--- config.mk ---
export PLATFORM = sky130hd
export DESIGN_NAME = bounded_counter
export DESIGN_NICKNAME = d
export VERILOG_FILES = /design/src/rtl/bounded_counter_pkg.sv /design/src/rtl/bounded_counter_step_calc.sv /design/src/rtl/bounded_counter.sv
export SDC_FILE = /design/constraint.sdc
export NUM_CORES = 1
export LEC_CHECK = 0
export ABC_CLOCK_PERIOD_IN_PS = 5100
export CAP_MARGIN = 20
export CORE_ASPECT_RATIO = 1.2
export CORE_MARGIN = 2
export CORE_UTILIZATION = 54
export DETAILED_ROUTE_END_ITERATION = 10
export GPL_TIMING_DRIVEN = 0
export PLACE_DENSITY = 0.87
export SYNTH_ARGS = -nofsm -noshare
export SYNTH_HDL_FRONTEND = slang
export SYNTH_SLANG_ARGS = --single-unit
export TNS_END_PERCENT = 20
--- constraint.sdc ---
create_clock -name clk_i -period 5.1 [get_ports clk_i]
set_input_delay 1.53 -clock clk_i [delete_from_list [all_inputs] [get_ports clk_i]]
set_output_delay 1.53 -clock clk_i [all_outputs]
set_load 0.01 [all_outputs]
--- src/rtl/bounded_counter_pkg.sv ---
// Shared types for the bounded_counter block: overflow modes and FSM states.
package counter_pkg;

  typedef enum logic [1:0] {
    CNT_WRAP    = 2'd0,
    CNT_SAT     = 2'd1,
    CNT_ONESHOT = 2'd2
  } cnt_mode_e;

  typedef enum logic {
    CNT_RUN  = 1'b0,
    CNT_DONE = 1'b1
  } cnt_state_e;

endpackage

--- src/rtl/bounded_counter_step_calc.sv ---
// bounded_step_calc: combinational step evaluation for bounded_counter.
//   count, step, min, max : current count, step size, bounds
//   up                    : 1 = count up, 0 = count down
//   mode                  : overflow mode (3 behaves as wrap)
//   next_count            : value to load when a step is taken
//   bound_evt             : step would leave [min, max]
//   tc_qual               : a taken step should raise the terminal-count pulse
module bounded_step_calc
  import counter_pkg::*;
#(
  parameter int unsigned WIDTH      = 8,
  parameter int unsigned STEP_WIDTH = 4
) (
  input  logic [WIDTH-1:0]      count,
  input  logic [STEP_WIDTH-1:0] step,
  input  logic [WIDTH-1:0]      min,
  input  logic [WIDTH-1:0]      max,
  input  logic                  up,
  input  logic [1:0]            mode,
  output logic [WIDTH-1:0]      next_count,
  output logic                  bound_evt,
  output logic                  tc_qual
);

  // One guard bit above the wider operand so sums never wrap silently.
  localparam int unsigned AW = ((WIDTH > STEP_WIDTH) ? WIDTH : STEP_WIDTH) + 1;

  logic [AW-1:0] count_x;
  logic [AW-1:0] step_x;
  logic [AW-1:0] min_x;
  logic [AW-1:0] max_x;
  logic [AW-1:0] sum;
  logic [AW-1:0] diff;

  assign count_x = AW'(count);
  assign step_x  = AW'(step);
  assign min_x   = AW'(min);
  assign max_x   = AW'(max);
  assign sum     = count_x + step_x;
  assign diff    = count_x - step_x;

  // Down check is phrased as count < min + step to avoid borrow below zero.
  assign bound_evt = up ? (sum > max_x) : (count_x < (min_x + step_x));

  always_comb begin
    next_count = WIDTH'(up ? sum : diff);
    tc_qual    = 1'b0;
    if (bound_evt) begin
      case (mode)
        CNT_SAT: begin
          next_count = up ? max : min;
          tc_qual    = (count != (up ? max : min));
        end
        CNT_ONESHOT: begin
          next_count = count;
          tc_qual    = 1'b1;
        end
        default: begin
          next_count = up ? min : max;
          tc_qual    = 1'b1;
        end
      endcase
    end
  end

endmodule

--- src/rtl/bounded_counter.sv ---
// bounded_counter: up/down counter with programmable bounds, step and
// overflow mode (wrap / saturate / one-shot).
//   clk_i, rst_i        : clock, async active-high reset
//   clear_i, load_en_i  : restart to start bound / load load_count_i
//   en_i, up_down_i     : count enable, direction
//   step_i, min_i, max_i, mode_i : step and bound configuration
//   count_o, tc_o, done_o        : registered count, tc pulse, one-shot done
//   at_bound_o, cfg_err_o        : combinational bound / config status
module bounded_counter
  import counter_pkg::*;
#(
  parameter int unsigned       WIDTH      = 8,
  parameter int unsigned       STEP_WIDTH = 4,
  parameter logic [WIDTH-1:0]  RST_VALUE  = '0
) (
  input  logic                  clk_i,
  input  logic                  rst_i,
  input  logic                  clear_i,
  input  logic                  en_i,
  input  logic                  up_down_i,
  input  logic                  load_en_i,
  input  logic [WIDTH-1:0]      load_count_i,
  input  logic [STEP_WIDTH-1:0] step_i,
  input  logic [WIDTH-1:0]      min_i,
  input  logic [WIDTH-1:0]      max_i,
  input  logic [1:0]            mode_i,
  output logic [WIDTH-1:0]      count_o,
  output logic                  tc_o,
  output logic                  done_o,
  output logic                  at_bound_o,
  output logic                  cfg_err_o
);

  cnt_state_e       state;
  cnt_state_e       state_nxt;
  logic [WIDTH-1:0] count;
  logic [WIDTH-1:0] count_nxt;
  logic             tc;
  logic             tc_nxt;

  logic [WIDTH-1:0] step_count;
  logic             bound_evt;
  logic             tc_qual;
  logic             step_ok;

  bounded_step_calc #(
    .WIDTH      (WIDTH),
    .STEP_WIDTH (STEP_WIDTH)
  ) u_step_calc (
    .count      (count),
    .step       (step_i),
    .min        (min_i),
    .max        (max_i),
    .up         (up_down_i),
    .mode       (mode_i),
    .next_count (step_count),
    .bound_evt  (bound_evt),
    .tc_qual    (tc_qual)
  );

  assign cfg_err_o = (min_i > max_i);
  assign step_ok   = en_i && (state == CNT_RUN) && !cfg_err_o && (step_i != '0);

  always_ff @(posedge clk_i or posedge rst_i) begin
    if (rst_i) begin
      state <= CNT_RUN;
      count <= RST_VALUE;
      tc    <= 1'b0;
    end else begin
      state <= state_nxt;
      count <= count_nxt;
      tc    <= tc_nxt;
    end
  end

  always_comb begin
    state_nxt = state;
    count_nxt = count;
    tc_nxt    = 1'b0;
    if (clear_i) begin
      count_nxt = up_down_i ? min_i : max_i;
      state_nxt = CNT_RUN;
    end else if (load_en_i) begin
      count_nxt = load_count_i;
      state_nxt = CNT_RUN;
    end else if (step_ok) begin
      count_nxt = step_count;
      tc_nxt    = tc_qual;
      if (bound_evt && (mode_i == CNT_ONESHOT)) begin
        state_nxt = CNT_DONE;
      end
    end
  end

  assign count_o    = count;
  assign tc_o       = tc;
  assign done_o     = (state == CNT_DONE);
  assign at_bound_o = up_down_i ? (count == max_i) : (count == min_i);

endmodule

==> flow_summary.yaml, run 1 <==
outcome:
  run_status: "completed"
timing:
  finalSetupViolations: 0
  max_freq_mhz: 201
  timing_max_transition_violations_final: 0
  worst_slew_pin_slew_ps: 569
  timing.slew.headroom_pct: 61.8
  timing.setup.tns_ps: 0
  hold_viol: 0
  fin_worst_hold_slack_ps: 550
  timing.final.crit_share_pct: 97.8
  finClkSkew_ps: 0.249
  layout_min_cycle_time_ps: 4990
floorplan:
  die_area_um2: 4810
  core_area_um2: 4160
  core.rowCount: 26
  start_util_pct: 55.3
  die_h_um: 75.5
  top_level_ports: 48
  floorplan.die.width_um: 63.6
clock_tree:
  htree_num_levels: 1
  cts_buffer_depth: 2
  clock_insertion_delay_at_the_later_pin_of_the_skew_report_ps: 230
  tritoncts: "done"
  cts_inserted_buffers: 3
  clk_pin_slew_ps: 50
  cts_sinks: 10
  post_cts_hold_buffer_count: 0
  clock_tree.root_cell: "sky130_fd_sc_hd__clkbuf_8"
logic_synthesis:
  number_of_flops_mapped_to_enable_cells_by_yosys: 0
  syn_inst: 294
  synthDistinctLibCells: 51
  postSynthRegisterBits: 10
  synth.yosys.warnings: 0
  syn-cell-area_um2: 2300
  synth.yosys.seq_area_share_pct: 10.9
  postSynth.asyncResetShare_pct: 100
  post_synth.cell_area_avg_um2: 7.83
  dominantRegCellSynth: "sky130_fd_sc_hd__dfrtp_1"
  synth.net_count: 368
detailed_routing:
  routed-wl-met2_um: 3430
  detailroute.via_count: 2412
  wirelength_met1_um: 2680
  drt_iter0_markers: 103
  route.detailed.wl_per_inst_um: 16.7
  met3_length_um: 327
  drc_violation_count_after_routing: 0
  maxUsedRoutingLayer: "met4"
  post_drt_via_cell_ratio: 6.05
  route.antenna.remaining_nets: 0
  first_pass_iters: 4
  postRouteWirelength_um: 6650
grt:
  grt_start_max_net_pins: 11
  grt_overflow_total: 0
  first_global_vias: 2328
  wire_length_of_the_first_global_routing_pass_um: 10600
  antenna_found_initial: 0
  groute.usage.overall_pct: 28.0
worst_setup_path:
  worstReg2RegStart: "count_o[2]"
  r2r_depth: 14
  crit_path_max_fanout: 10
  critical_path.startpoint_type: "input pin"
  critPathKind: "in -> reg"
  critical_register_to_register_path_endpoint: "count_o[0]"
  worstPathArrival_ps: 5080
  crit_path_end_kind: "register"
  cp_startpoint: "step_i[0]"
  cp.required_ps: 5190
  setup.reg_to_reg.worst_slack_ps: 1700
finish:
  p_r_area_growth_vs_syn_pct: 27.3
  share_of_cells_above_drive_strength_1_pct: 9.62
  diodes: 0
  mostFrequentLayoutCells: "sky130_fd_sc_hd__clkdlybuf4s50_1 (39), sky130_fd_sc_hd__ha_1 (35), sky130_fd_sc_hd__nand2_1 (34)"
  multi_input_comb_area_um2: 1950
  regArea_um2: 250
  final_common_cell: "sky130_fd_sc_hd__clkdlybuf4s50_1"
  postLayoutCoreUtil_pct: 70.4
  num-nets-final: 419
  final.fill_count: 381
power_and_ir_drop:
  vdd_drop_max_uv: 118
  power_leakage_nw: 1.34
  power.density_nw_per_um2: 233
min_path:
  worstHoldPathType: "reg -> reg"
  hold_path_depth: 2
  min-delay-start: "done_o"
  hold-path-endpoint: "done_o"
job:
  max-cap-violations: 0
place:
  placement.io_buffers: 45
  routabilityCongestion: 0.893
  dpl.hpwl_um: 5460
==> worst max-delay path, stage by stage <==
cell and delay [ps]:
sky130_fd_sc_hd__clkdlybuf4s50_1 490, sky130_fd_sc_hd__ha_1 270, sky130_fd_sc_hd__a21o_1 170, sky130_fd_sc_hd__a21oi_1 230, sky130_fd_sc_hd__nor2b_1 90, sky130_fd_sc_hd__o21ai_0 280
sky130_fd_sc_hd__xor2_1 210, sky130_fd_sc_hd__ha_1 270, sky130_fd_sc_hd__o21ai_0 190, sky130_fd_sc_hd__nor2_1 130, sky130_fd_sc_hd__o41a_2 500, sky130_fd_sc_hd__o32a_4 420
sky130_fd_sc_hd__nand2b_1 130, sky130_fd_sc_hd__o221ai_1 140
==> cells in the mapped netlist (3+ instances only) <==
library cell	number	area share [%]
sky130_fd_sc_hd__a21o_1	5	1.6
sky130_fd_sc_hd__a21oi_1	13	2.8
sky130_fd_sc_hd__nor3_1	7	1.5
sky130_fd_sc_hd__ha_1	35	19
sky130_fd_sc_hd__o21ai_0	28	6.1
sky130_fd_sc_hd__nand4_1	4	1.1
sky130_fd_sc_hd__inv_1	18	2.9
sky130_fd_sc_hd__nand2_1	34	5.5
sky130_fd_sc_hd__xor2_1	14	5.3
sky130_fd_sc_hd__o211ai_1	8	2.6
sky130_fd_sc_hd__dfrtp_1	10	11
sky130_fd_sc_hd__a211oi_1	3	0.98
sky130_fd_sc_hd__fa_1	3	2.6
sky130_fd_sc_hd__nor2b_1	9	2.4
sky130_fd_sc_hd__nand3_1	5	1.1
sky130_fd_sc_hd__nor2_1	12	2.0
sky130_fd_sc_hd__mux2i_1	10	4.3
sky130_fd_sc_hd__buf_2	6	1.3
sky130_fd_sc_hd__a31oi_1	13	3.5
sky130_fd_sc_hd__xnor2_1	13	4.9
sky130_fd_sc_hd__clkbuf_1	4	0.65
==> what timing repair did <==
action / in CTS / in global routing
resized for setup: 5 / 10
endpoints found under the setup margin: 3 / 12
gates cloned: 0 / 0
setup buffers: 0 / 1
pin swaps: 1 / 3
hold endpoints to repair: 0 / 0
==> area by class of cell <==
cell class	count	area share, %
inverters	18	2.30
well taps	56	2.39
multi-input cells	251	66.5
clock buffers	3	1.41
plain buffers	15	2.82
flip-flops and latches	10	8.54
repair buffers	46	16.0
==> per-layer routing <==
| layer | track usage, % | vias up |
|---|---|---|
| li1 | - | 1166 |
| met5 | 0 | - |
| met1 | 32.7 | 1140 |
| met4 | 12.8 | 0 |
| met3 | 1.18 | 18 |
| met2 | 53.6 | 88 |
==> cells by family (layout without fill, tap and decap cells) <==
logic type	after synthesis	after routing	share of synthesized area [%]
AOI/OAI and AO/OA	88	88	26.5
xor gates and xnor gates	27	27	10.3
adders and majority gates	38	38	21.6
buffers and inverters	33	82	6.41
DFF	10	10	10.9
muxes	12	12	5.32
and+or+nand+nor	86	86	19.1
==> registers in the layout, indices dropped and copies added (netlist names) <==
| signal | cells |
|---|---|
| count_o | 8 |
| done_o | 1 |
| tc_o | 1 |
==> worst max-delay path by stage <==
stage                       endpoint  slack, ps  cells after the start
after floorplan           at_bound_o        730                      6
after global placement    count_o[0]       -210                     14
after detailed placement  count_o[0]       -340                     14
after CTS                  cfg_err_o        -90                      7
after global routing      count_o[2]        -40                     14
final                     count_o[0]        110                     14
==> where the power goes <==
group / switching [mW] / internal, mW / total (mW)
combinational: 0.269 / 0.225 / 0.493
sequential: 0.0181 / 0.0917 / 0.110
clock: 0.0293 / 0.0516 / 0.0808
==> per-stage QoR <==
stage / cells / power (mW) / setup slack (ps) / area [um^2]
3_3_place_gp: 395 / 0.564 / -209 / 2820
2_1_floorplan: 294 / 0.434 / 727 / 2300
4_1_cts: 398 / 0.667 / -89.5 / 2890
5_1_grt: 399 / 0.740 / -42.1 / 2930
3_5_place_dp: 395 / 0.579 / -345 / 2820
6_report: 399 / 0.684 / 114 / 2930
Note: power is estimated with default switching activity, not from simulation.
==> run 2, diff against run 1 <==
Settings changed: SKIP_LAST_GASP set to 1.
==> flow_summary.yaml, run 2 (synthesis results as in run 1) <==
outcome:
  run_status: "finished with violations"
  failed_checks: "negative setup slack"
job:
  max-cap-violations: 0
timing:
  max_freq_mhz: 194
  worst_slew_pin_slew_ps: 578
  postLayoutSetupSlackWorst_ps: -56.8
  finalSetupViolations: 1
  timing_max_transition_violations_final: 0
  layout_min_cycle_time_ps: 5160
  timing.final.crit_share_pct: 101
  timing.slew.headroom_pct: 61.4
  finClkSkew_ps: 0.314
  grt_setup_unrepaired: "true"
  hold_viol: 0
detailed_routing:
  postRouteWirelength_um: 6470
  route.antenna.remaining_nets: 0
  drt_iter0_markers: 112
  route.detailed.wl_per_inst_um: 16.3
  post_drt_via_cell_ratio: 6.01
  first_pass_iters: 4
  drc_violation_count_after_routing: 0
  detailroute.via_count: 2391
min_path:
  worstHoldPathType: "reg -> reg"
  hold-path-endpoint: "done_o"
  min-delay-start: "done_o"
  hold_path_depth: 2
clock_tree:
  cts_inserted_buffers: 3
  cts_buffer_depth: 2
  cts_post_setup_buffers_inserted: 0
  clk_pin_slew_ps: 40
  clock_tree.root_cell: "sky130_fd_sc_hd__clkbuf_8"
  htree_num_levels: 1
  post_cts_hold_buffer_count: 0
  clock_insertion_delay_at_the_later_pin_of_the_skew_report_ps: 230
  cts_sinks: 10
  tritoncts: "done"
finish:
  regArea_um2: 250
  final_design_area_no_fill_um2: 2900
  final.fill_count: 384
  p_r_area_growth_vs_syn_pct: 26.0
  num-nets-final: 418
  multi_input_comb_area_um2: 1940
  share_of_cells_above_drive_strength_1_pct: 9.06
  max_reg_flops: 8
  diodes: 0
  mostFrequentLayoutCells: "sky130_fd_sc_hd__clkdlybuf4s50_1 (41), sky130_fd_sc_hd__ha_1 (35), sky130_fd_sc_hd__nand2_1 (34)"
  postLayoutCoreUtil_pct: 69.7
  final_common_cell: "sky130_fd_sc_hd__clkdlybuf4s50_1"
place:
  routabilityCongestion: 0.893
  dpl_cell_area_um2: 2820
  placement.io_buffers: 45
  dpl.hpwl_um: 5460
worst_setup_path:
  critical_path.startpoint_type: "input pin"
  critical_register_to_register_path_endpoint: "count_o[0]"
  worst_path_dominant_cell_family: "buffers and inverters"
  crit_path_max_fanout: 10
  r2r_depth: 14
  worstReg2RegStart: "count_o[2]"
  cp.required_ps: 3570
  worst_path_most_repeated_cell: "sky130_fd_sc_hd__buf_2"
  crit_chain: "buf_2 > buf_2 > mux2i_1 > xor2_1 > nand4_1 > nor4_2 > clkdlybuf4s50_1"
  crit_path_top_delay_cell: "sky130_fd_sc_hd__clkdlybuf4s50_1"
  critical-path-max-stage-delay_ps: 620
  critPathKind: "in -> out"
  setup.reg_to_reg.worst_slack_ps: 1680
  crit_path_end_kind: "output port"
  crit_buf_inv: 3
  worstPathArrival_ps: 3630
power_and_ir_drop:
  power_leakage_nw: 1.30
  power.density_nw_per_um2: 232
  vdd_drop_max_uv: 111
  power_uw: 673
grt:
  grt_overflow_total: 0
  wire_length_of_the_first_global_routing_pass_um: 10500
  antenna_found_initial: 0
  grt_start_max_net_pins: 11
  first_global_vias: 2329
  groute.usage.overall_pct: 27.5
floorplan:
  die_area_um2: 4810
  start_util_pct: 55.3
  core.rowCount: 26
  core_area_um2: 4160
  floorplan.die.width_um: 63.6
  top_level_ports: 48
  die_h_um: 75.5
[run 2: changes by cell type in the layout (fill, tap and decap cells not counted), sizes merged]
cell | before | now
buf | 11 | 10
clkdlybuf4s50 | 39 | 41
dlymetal6s2s | 5 | 3
[run 2: cell type report]
type | instances | area share, %
plain buffers | 15 | 2.76
clock buffers | 3 | 1.42
inverters | 18 | 2.33
multi-input cells | 251 | 66.7
flip-flops and latches | 10 | 8.62
well taps | 56 | 2.41
repair buffers | 45 | 15.7
[run 2: repair_timing]
item | in CTS | in global routing
setup endpoints to repair | 3 | 12
gates resized for setup | 4 | 5
pin swaps | 0 | 2
[run 2: tightest hold or removal path, stage by stage (launching register included)]
cell	delay [ps]
sky130_fd_sc_hd__dfrtp_1	370
sky130_fd_sc_hd__a31oi_1	50
sky130_fd_sc_hd__nor2_1	80
[run 2: stage by stage]
stage                     hold slack [ps]  std cells  setup TNS (ps)  setup slack, ps
after global routing                  580        398            -552             -143
after floorplan                       539        294               0              727
after CTS                             538        398            -211             -108
after detailed placement              529        395           -1820             -345
final                                 543        398           -56.8            -56.8
after global placement                509        395            -611             -209
[run 2: worst max-delay path by stage]
stage	startpoint	to	slack (ps)	cells after the start
5_1_grt	up_down_i	at_bound_o	-140	7
4_1_cts	min_i[7]	cfg_err_o	-110	7
3_3_place_gp	step_i[1]	count_o[0]	-210	14
6_report	up_down_i	at_bound_o	-60	7
2_1_floorplan	up_down_i	at_bound_o	730	6
3_5_place_dp	step_i[1]	count_o[0]	-340	14
[run 2: power by group]
part	switching [mW]	leakage (nW)	internal, mW	total [mW]
combinational	0.262	1.16	0.222	0.483
sequential	0.0180	0.121	0.0918	0.110
clock	0.0283	0.0216	0.0515	0.0797
total	0.308	1.30	0.365	0.673
[run 2: layer usage]
layer	GRT usage [%]	share of wire, %	wire, um
met2	52.0	51	3330
met4	13.5	3.5	227
met5	0	0	0
met3	1.18	4.3	280
met1	32.3	41	2630
==> run 3, diff against run 2 <==
Settings changed: HOLD_SLACK_MARGIN set to 0.06.
==> results of run 3 <==
Same layout as run 2: the final DEF is identical, and so are final timing and power.
